==> src/rtl/btb_upd_ctrl.sv <==
// ---------------------------------------------------------------------------
// btb_upd_ctrl
//
// Purpose:
//   Funnels branch-resolution updates from two lanes into the single BTB
//   write port. Taken updates are queued in a small FIFO in lane order
//   (lane 1 older, lane 2 younger). Two same-cycle updates to the same
//   branch PC are merged so that only the younger target is stored. The FIFO
//   drains one entry per cycle into a registered write stage. i_wr_hold
//   pauses the drain; enqueue continues while there is room.
//
// Handshake:
//   o_upd_rdy is high when the FIFO has room for two more entries. Lane k is
//   accepted in a cycle where i_upd_vld_k and o_upd_rdy are both high at the
//   rising clock edge. Upstream holds its lane inputs while o_upd_rdy is low.
//   Lane inputs presented while o_upd_rdy is low are ignored. An accepted
//   update that is not taken is consumed without being queued.
//
// Ports:
//   clk, rst                     clock, asynchronous active-high reset
//   i_upd_vld/taken/src/tgt_1    lane 1 (older) branch resolution
//   i_upd_vld/taken/src/tgt_2    lane 2 (younger) branch resolution
//   o_upd_rdy                    both lanes may present updates this cycle
//   i_wr_hold                    suppress issuing a BTB write this cycle
//   o_wr_en, o_jmpsrc, o_jmpaddr registered BTB write port
//   o_busy                       FIFO non-empty or write in flight
//   o_wr_cnt                     saturating count of issued writes
// ---------------------------------------------------------------------------
module btb_upd_ctrl #(
    parameter int PC_WIDTH   = 32,
    parameter int FIFO_DEPTH = 4,
    parameter int FIFO_PTR   = 2,
    parameter int CNT_WIDTH  = 16
) (
    input  logic                 clk,
    input  logic                 rst,
    input  logic                 i_upd_vld_1,
    input  logic                 i_upd_taken_1,
    input  logic [PC_WIDTH-1:0]  i_upd_src_1,
    input  logic [PC_WIDTH-1:0]  i_upd_tgt_1,
    input  logic                 i_upd_vld_2,
    input  logic                 i_upd_taken_2,
    input  logic [PC_WIDTH-1:0]  i_upd_src_2,
    input  logic [PC_WIDTH-1:0]  i_upd_tgt_2,
    output logic                 o_upd_rdy,
    input  logic                 i_wr_hold,
    output logic                 o_wr_en,
    output logic [PC_WIDTH-1:0]  o_jmpsrc,
    output logic [PC_WIDTH-1:0]  o_jmpaddr,
    output logic                 o_busy,
    output logic [CNT_WIDTH-1:0] o_wr_cnt
);

    // Count needs one extra bit so that a full FIFO is distinguishable from empty.
    localparam int CW = FIFO_PTR + 1;

    logic [PC_WIDTH-1:0]  r_fifo_src [FIFO_DEPTH];
    logic [PC_WIDTH-1:0]  r_fifo_tgt [FIFO_DEPTH];
    logic [FIFO_PTR-1:0]  r_rd_ptr;
    logic [FIFO_PTR-1:0]  r_wr_ptr;
    logic [CW-1:0]        r_count;
    logic                 r_wr_en;
    logic [PC_WIDTH-1:0]  r_jmpsrc;
    logic [PC_WIDTH-1:0]  r_jmpaddr;
    logic [CNT_WIDTH-1:0] r_wr_cnt;

    logic                 w_rdy;
    logic                 w_enq_1;
    logic                 w_enq_2;
    logic                 w_merge;
    logic                 w_wr1;
    logic [1:0]           w_push;
    logic                 w_pop;
    logic [FIFO_PTR-1:0]  w_slot2;

    // Room for two entries is required so that a dual push can never overflow.
    assign w_rdy   = (r_count <= CW'(FIFO_DEPTH - 2));

    assign w_enq_1 = i_upd_vld_1 & w_rdy & i_upd_taken_1;
    assign w_enq_2 = i_upd_vld_2 & w_rdy & i_upd_taken_2;

    // Same branch PC resolved on both lanes: the younger lane 2 target wins,
    // so the lane 1 entry is dropped and only one slot is used.
    assign w_merge = w_enq_1 & w_enq_2 & (i_upd_src_1 == i_upd_src_2);
    assign w_wr1   = w_enq_1 & ~w_merge;
    assign w_push  = {1'b0, w_wr1} + {1'b0, w_enq_2};

    // Lane 2 lands right behind lane 1, or at the tail if lane 1 is not queued.
    assign w_slot2 = r_wr_ptr + FIFO_PTR'(w_wr1);

    // An entry pushed this cycle is not visible to the pop until the next cycle.
    assign w_pop   = (r_count != '0) & ~i_wr_hold;

    // Storage needs no reset: count and pointers define which slots are live.
    always_ff @(posedge clk) begin
        if (w_wr1) begin
            r_fifo_src[r_wr_ptr] <= i_upd_src_1;
            r_fifo_tgt[r_wr_ptr] <= i_upd_tgt_1;
        end
        if (w_enq_2) begin
            r_fifo_src[w_slot2] <= i_upd_src_2;
            r_fifo_tgt[w_slot2] <= i_upd_tgt_2;
        end
    end

    always_ff @(posedge clk or posedge rst) begin
        if (rst) begin
            r_rd_ptr  <= '0;
            r_wr_ptr  <= '0;
            r_count   <= '0;
            r_wr_en   <= 1'b0;
            r_jmpsrc  <= '0;
            r_jmpaddr <= '0;
            r_wr_cnt  <= '0;
        end else begin
            r_wr_ptr <= r_wr_ptr + FIFO_PTR'(w_push);
            r_count  <= r_count + CW'(w_push) - CW'(w_pop);
            r_wr_en  <= w_pop;
            if (w_pop) begin
                r_rd_ptr  <= r_rd_ptr + 1'b1;
                r_jmpsrc  <= r_fifo_src[r_rd_ptr];
                r_jmpaddr <= r_fifo_tgt[r_rd_ptr];
                if (r_wr_cnt != '1) begin
                    r_wr_cnt <= r_wr_cnt + 1'b1;
                end
            end
        end
    end

    assign o_upd_rdy = w_rdy;
    assign o_wr_en   = r_wr_en;
    assign o_jmpsrc  = r_jmpsrc;
    assign o_jmpaddr = r_jmpaddr;
    assign o_wr_cnt  = r_wr_cnt;
    assign o_busy    = (r_count != '0) | r_wr_en;

endmodule

==> config.mk <==
export PLATFORM = sky130hd
export DESIGN_NAME = btb_upd_ctrl
export DESIGN_NICKNAME = d
export VERILOG_FILES = /design/src/rtl/btb_upd_ctrl.sv
export SDC_FILE = /design/constraint.sdc
export NUM_CORES = 1
export LEC_CHECK = 0
export ABC_AREA = 0
export CORE_UTILIZATION = 45
export DETAILED_ROUTE_END_ITERATION = 10
export DONT_BUFFER_PORTS = 1
export SYNTH_ARGS = -nofsm -noshare
export SYNTH_HDL_FRONTEND = slang
export SYNTH_SLANG_ARGS = --single-unit
==> constraint.sdc <==
create_clock -name clk -period 8.3 [get_ports clk]
set_clock_uncertainty 0.15 [all_clocks]
set_input_delay 0.83 -clock clk [delete_from_list [all_inputs] [get_ports clk]]
set_output_delay 0.83 -clock clk [all_outputs]
set_load 0.05 [all_outputs]
==> impl_metrics.csv <==
group,metric,value,unit
cts,clk_pin_slew,60,ps
cells_and_area,final_util,50.7,%
global_route,busiest_layer,"met2",
die,die_area,0.0368,mm²
global_route,met1_usage,26.3,%
critical_path,crit_slowest_cell,"nor4_2",
critical_path,slowest_delay,980,ps
critical_path,cp.depth,10,
min_path,hold_path_class,"in2async",
status,outcome,"completed",
sta,post-route-min-period,5530,ps
placement,dp_slack,2160,ps
critical_path,cp-end-kind,"flop",
global_route,grt_util_met3,4.97,%
global_route,grt_pass1_vias,8807,
drt,ant_nets,0,
cts,hold_buffers,0,
placement,gp_congestion,0.723,
critical_path,cp_num_buf_inv,2,
placement,hpwlAfterDp,21900,µm
cells_and_area,syn_to_final_growth,11.0,%
synth,yosysUniqueCellTypes,37,
die,io-pin-count,218,
die,start_util,45.7,%
synth,netlist_area,0.0162,mm²
cells_and_area,seqCellArea,0.00990,mm²
synth,synth.avg_cell_area,17.8,µm²
global_route,grt_first_pass_wirelength,55400,µm
cells_and_area,multi_input_area,0.00612,mm²
power,p_leak,6.14,nW
synth,synth_nets,1056,
run,drv_cap,0,
sta,rsz0062_at_grt,"false",
cells_and_area,fillers,2924,
die,core,0.0355,mm²
critical_path,cp_max_fo,49,
critical_path,path_cells,"xor2_1, nor4_1, nand3_1, nor4_2, nor2b_1, ha_1, nor3_2, buf_4, o21bai_4, buf_4",
sta,slew_viol_final,0,
cts,cts_tree,"yes",
cts,cts-buffers-inserted,39,
critical_path,timing.rr.end,"r_fifo_tgt[2][31]",
cts,clock_latency,520,ps
synth,ys_seq_area_share,61.0,%
sta,finalSetupTns,0,ps
drt,first_pass_iters,4,
cts,cts_num_sinks,344,
cells_and_area,diodes,0,
sta,setup_viol,0,
die,fp.dieH,192,µm
sta,worst_slew_pin_slew,1100,ps
critical_path,cp_common_cell,"buf_4",
critical_path,reg2reg_slack,2950,ps
critical_path,ff2ff_path_depth,9,
power,power_density,342,mW/mm²
drt,drtIter0Drc,391,
synth,yosys_warnings,0,
synth,netlist_instances,913,
drt,wire_per_inst,26.3,µm
die,fp.dieW,192,µm
critical_path,required,8300,ps
critical_path,rr_startpoint,"r_count[0]",
drt,num_vias,8125,
global_route,antenna_found_initial,0,
placement,place_inst,1340,
sta,finalHoldViolCount,0,
sta,period_share,66.6,%
sta,slew_headroom,25.9,%
cells_and_area,nets,1063,
cts,cts_setup_buffers,0,
cts,clockBufferDepth,3,
sta,clock.fmax,181,MHz
sta,setup_slack,2770,ps
power,peakVddDrop,208,µV
cts,cts_resized,0,
cells_and_area,finalNonFillerCells,1411,
die,rows,69,
sta,whs,50.5,ps
critical_path,worstSetupPathType,"in2reg",
global_route,grt_max_degree,65,
drt,viasPerCell,5.76,
global_route,grt_use_total,20.5,%
drt,routed_wl,37200,µm
critical_path,crit_family,"simple AND/OR/NAND/NOR gates",
synth,synth_seq_cells,344,
cts,cts_root_buffer,"clkbuf_16",
cells_and_area,layout-drive-gt1-share,49.2,%
placement,numPortBuffers,0,
global_route,grtUsageMet2,34.9,%
global_route,overflow,0,
critical_path,cp-start-kind,"input port",
drt,drc,0,
critical_path,arrival,5530,ps
cts,h-tree-depth,2,
==> worst reg2reg max path: stages (launching register included) <==
cell and delay, ps:
dfrtp_1 420, a21oi_2 610, nand3_1 430, nor4_2 1050
nor2b_1 170, ha_1 450, nor3_2 250, buf_4 690
o21bai_4 270, buf_4 480
==> worst max path at each step <==
stage                         start                end  slack (ps)
CTS                 i_upd_src_2[17]  r_fifo_tgt[2][31]        2690
global placement    i_upd_src_2[17]  r_fifo_tgt[2][31]        2210
floorplan                r_count[0]   r_fifo_src[3][0]        1730
detailed placement  i_upd_src_2[17]  r_fifo_src[2][30]        2160
finish              i_upd_src_2[17]  r_fifo_tgt[2][31]        2770
global route        i_upd_src_2[17]  r_fifo_tgt[2][31]        2540
==> Yosys cell counts, drive strengths merged <==
library cell  number  area share [%]
ha                 7            0.54
inv                8            0.19
xor2              32             1.7
clkbuf            11            0.25
and4               1           0.054
nor2b              1           0.039
nor4               9            0.35
o21bai             2           0.093
nor2               3           0.069
nand4              5            0.23
dfrtp             88              14
buf               39             1.4
xnor2             21             1.1
fa                 1            0.12
a21oi              2           0.085
nor3               4            0.15
mux4              64             8.9
o21ai              3           0.093
or4                1           0.069
mux2             322              22
edfxtp           256              47
nand2             12            0.28
nand2b             2           0.077
nand3             11            0.34
and3               2           0.077
nor4b              1           0.093
o21a               1           0.093
o211a              1           0.062
a31oi              1           0.039
nand3b             2           0.093
==> cell usage in the layout, fill, tap and decap left out, types with 2 or more instances in the layout <==
master,netlist,routed
mux2_2,313,313
edfxtp_1,256,256
dfrtp_1,88,86
mux4_2,64,64
clkbuf_16,0,42
xor2_1,32,32
xnor2_1,21,21
clkbuf_1,11,17
buf_4,10,16
nand2_1,12,12
nand3_1,11,9
nor4_1,9,8
mux2_1,8,8
clkbuf_8,0,8
inv_1,8,7
ha_1,7,7
nand4_1,4,4
clkinv_2,0,4
nor3_2,1,3
and3_1,2,2
nand3_4,0,2
nand3b_1,2,2
o21ai_4,0,2
o21bai_4,0,2
nor2_1,3,2
nand2b_1,2,2
dfrtp_4,0,2
==> area by class of cell <==
type	instances	area share, %
inverters	8	0.181
flip-flops and latches	344	55.0
well taps	461	3.21
clock buffers	67	6.81
multi-input cells	511	34.0
clock inverters	4	0.111
repair buffers	16	0.667
==> routing by layer <==
| metal | wire length (µm) | vias up | part of all wire, % |
|---|---|---|---|
| met5 | 0 | - | 0 |
| met4 | 564 | 0 | 1.5 |
| met3 | 2210 | 40 | 6.0 |
| met2 | 18500 | 196 | 50 |
| met1 | 15900 | 4269 | 43 |
| li1 | - | 3620 | - |
==> registers in the layout, summed over array words and instances (netlist names) <==
signal / count
r_fifo_src: 128
r_fifo_tgt: 128
o_jmpaddr: 32
o_jmpsrc: 32
o_wr_cnt: 16
r_count: 3
r_rd_ptr: 2
r_wr_ptr: 2
o_wr_en: 1
==> metrics by stage <==
step	total power [mW]	instance area [µm²]
4_1_cts	6.24	18000
2_1_floorplan	4.19	16200
6_report	6.16	18000
5_1_grt	6.43	18000
3_3_place_gp	4.55	16700
3_5_place_dp	4.57	16700
==> where the power goes <==
part	switching, mW	internal, mW
logic	0.593	0.708
registers	0.924	2.26
clock network	0.670	0.999
==> cells by family (layout without fill, tap and decap cells) <==
family,Yosys count,count (layout),share of synthesized area [%]
mux,386,386,31.3
xor+xnor,53,53,2.86
flops,344,344,61.0
fa+ha+maj,8,8,0.664
compound gates,10,10,0.463
simple gates,54,54,1.92
buf+inv,58,95,1.79
(Power assumes the default switching activity.)
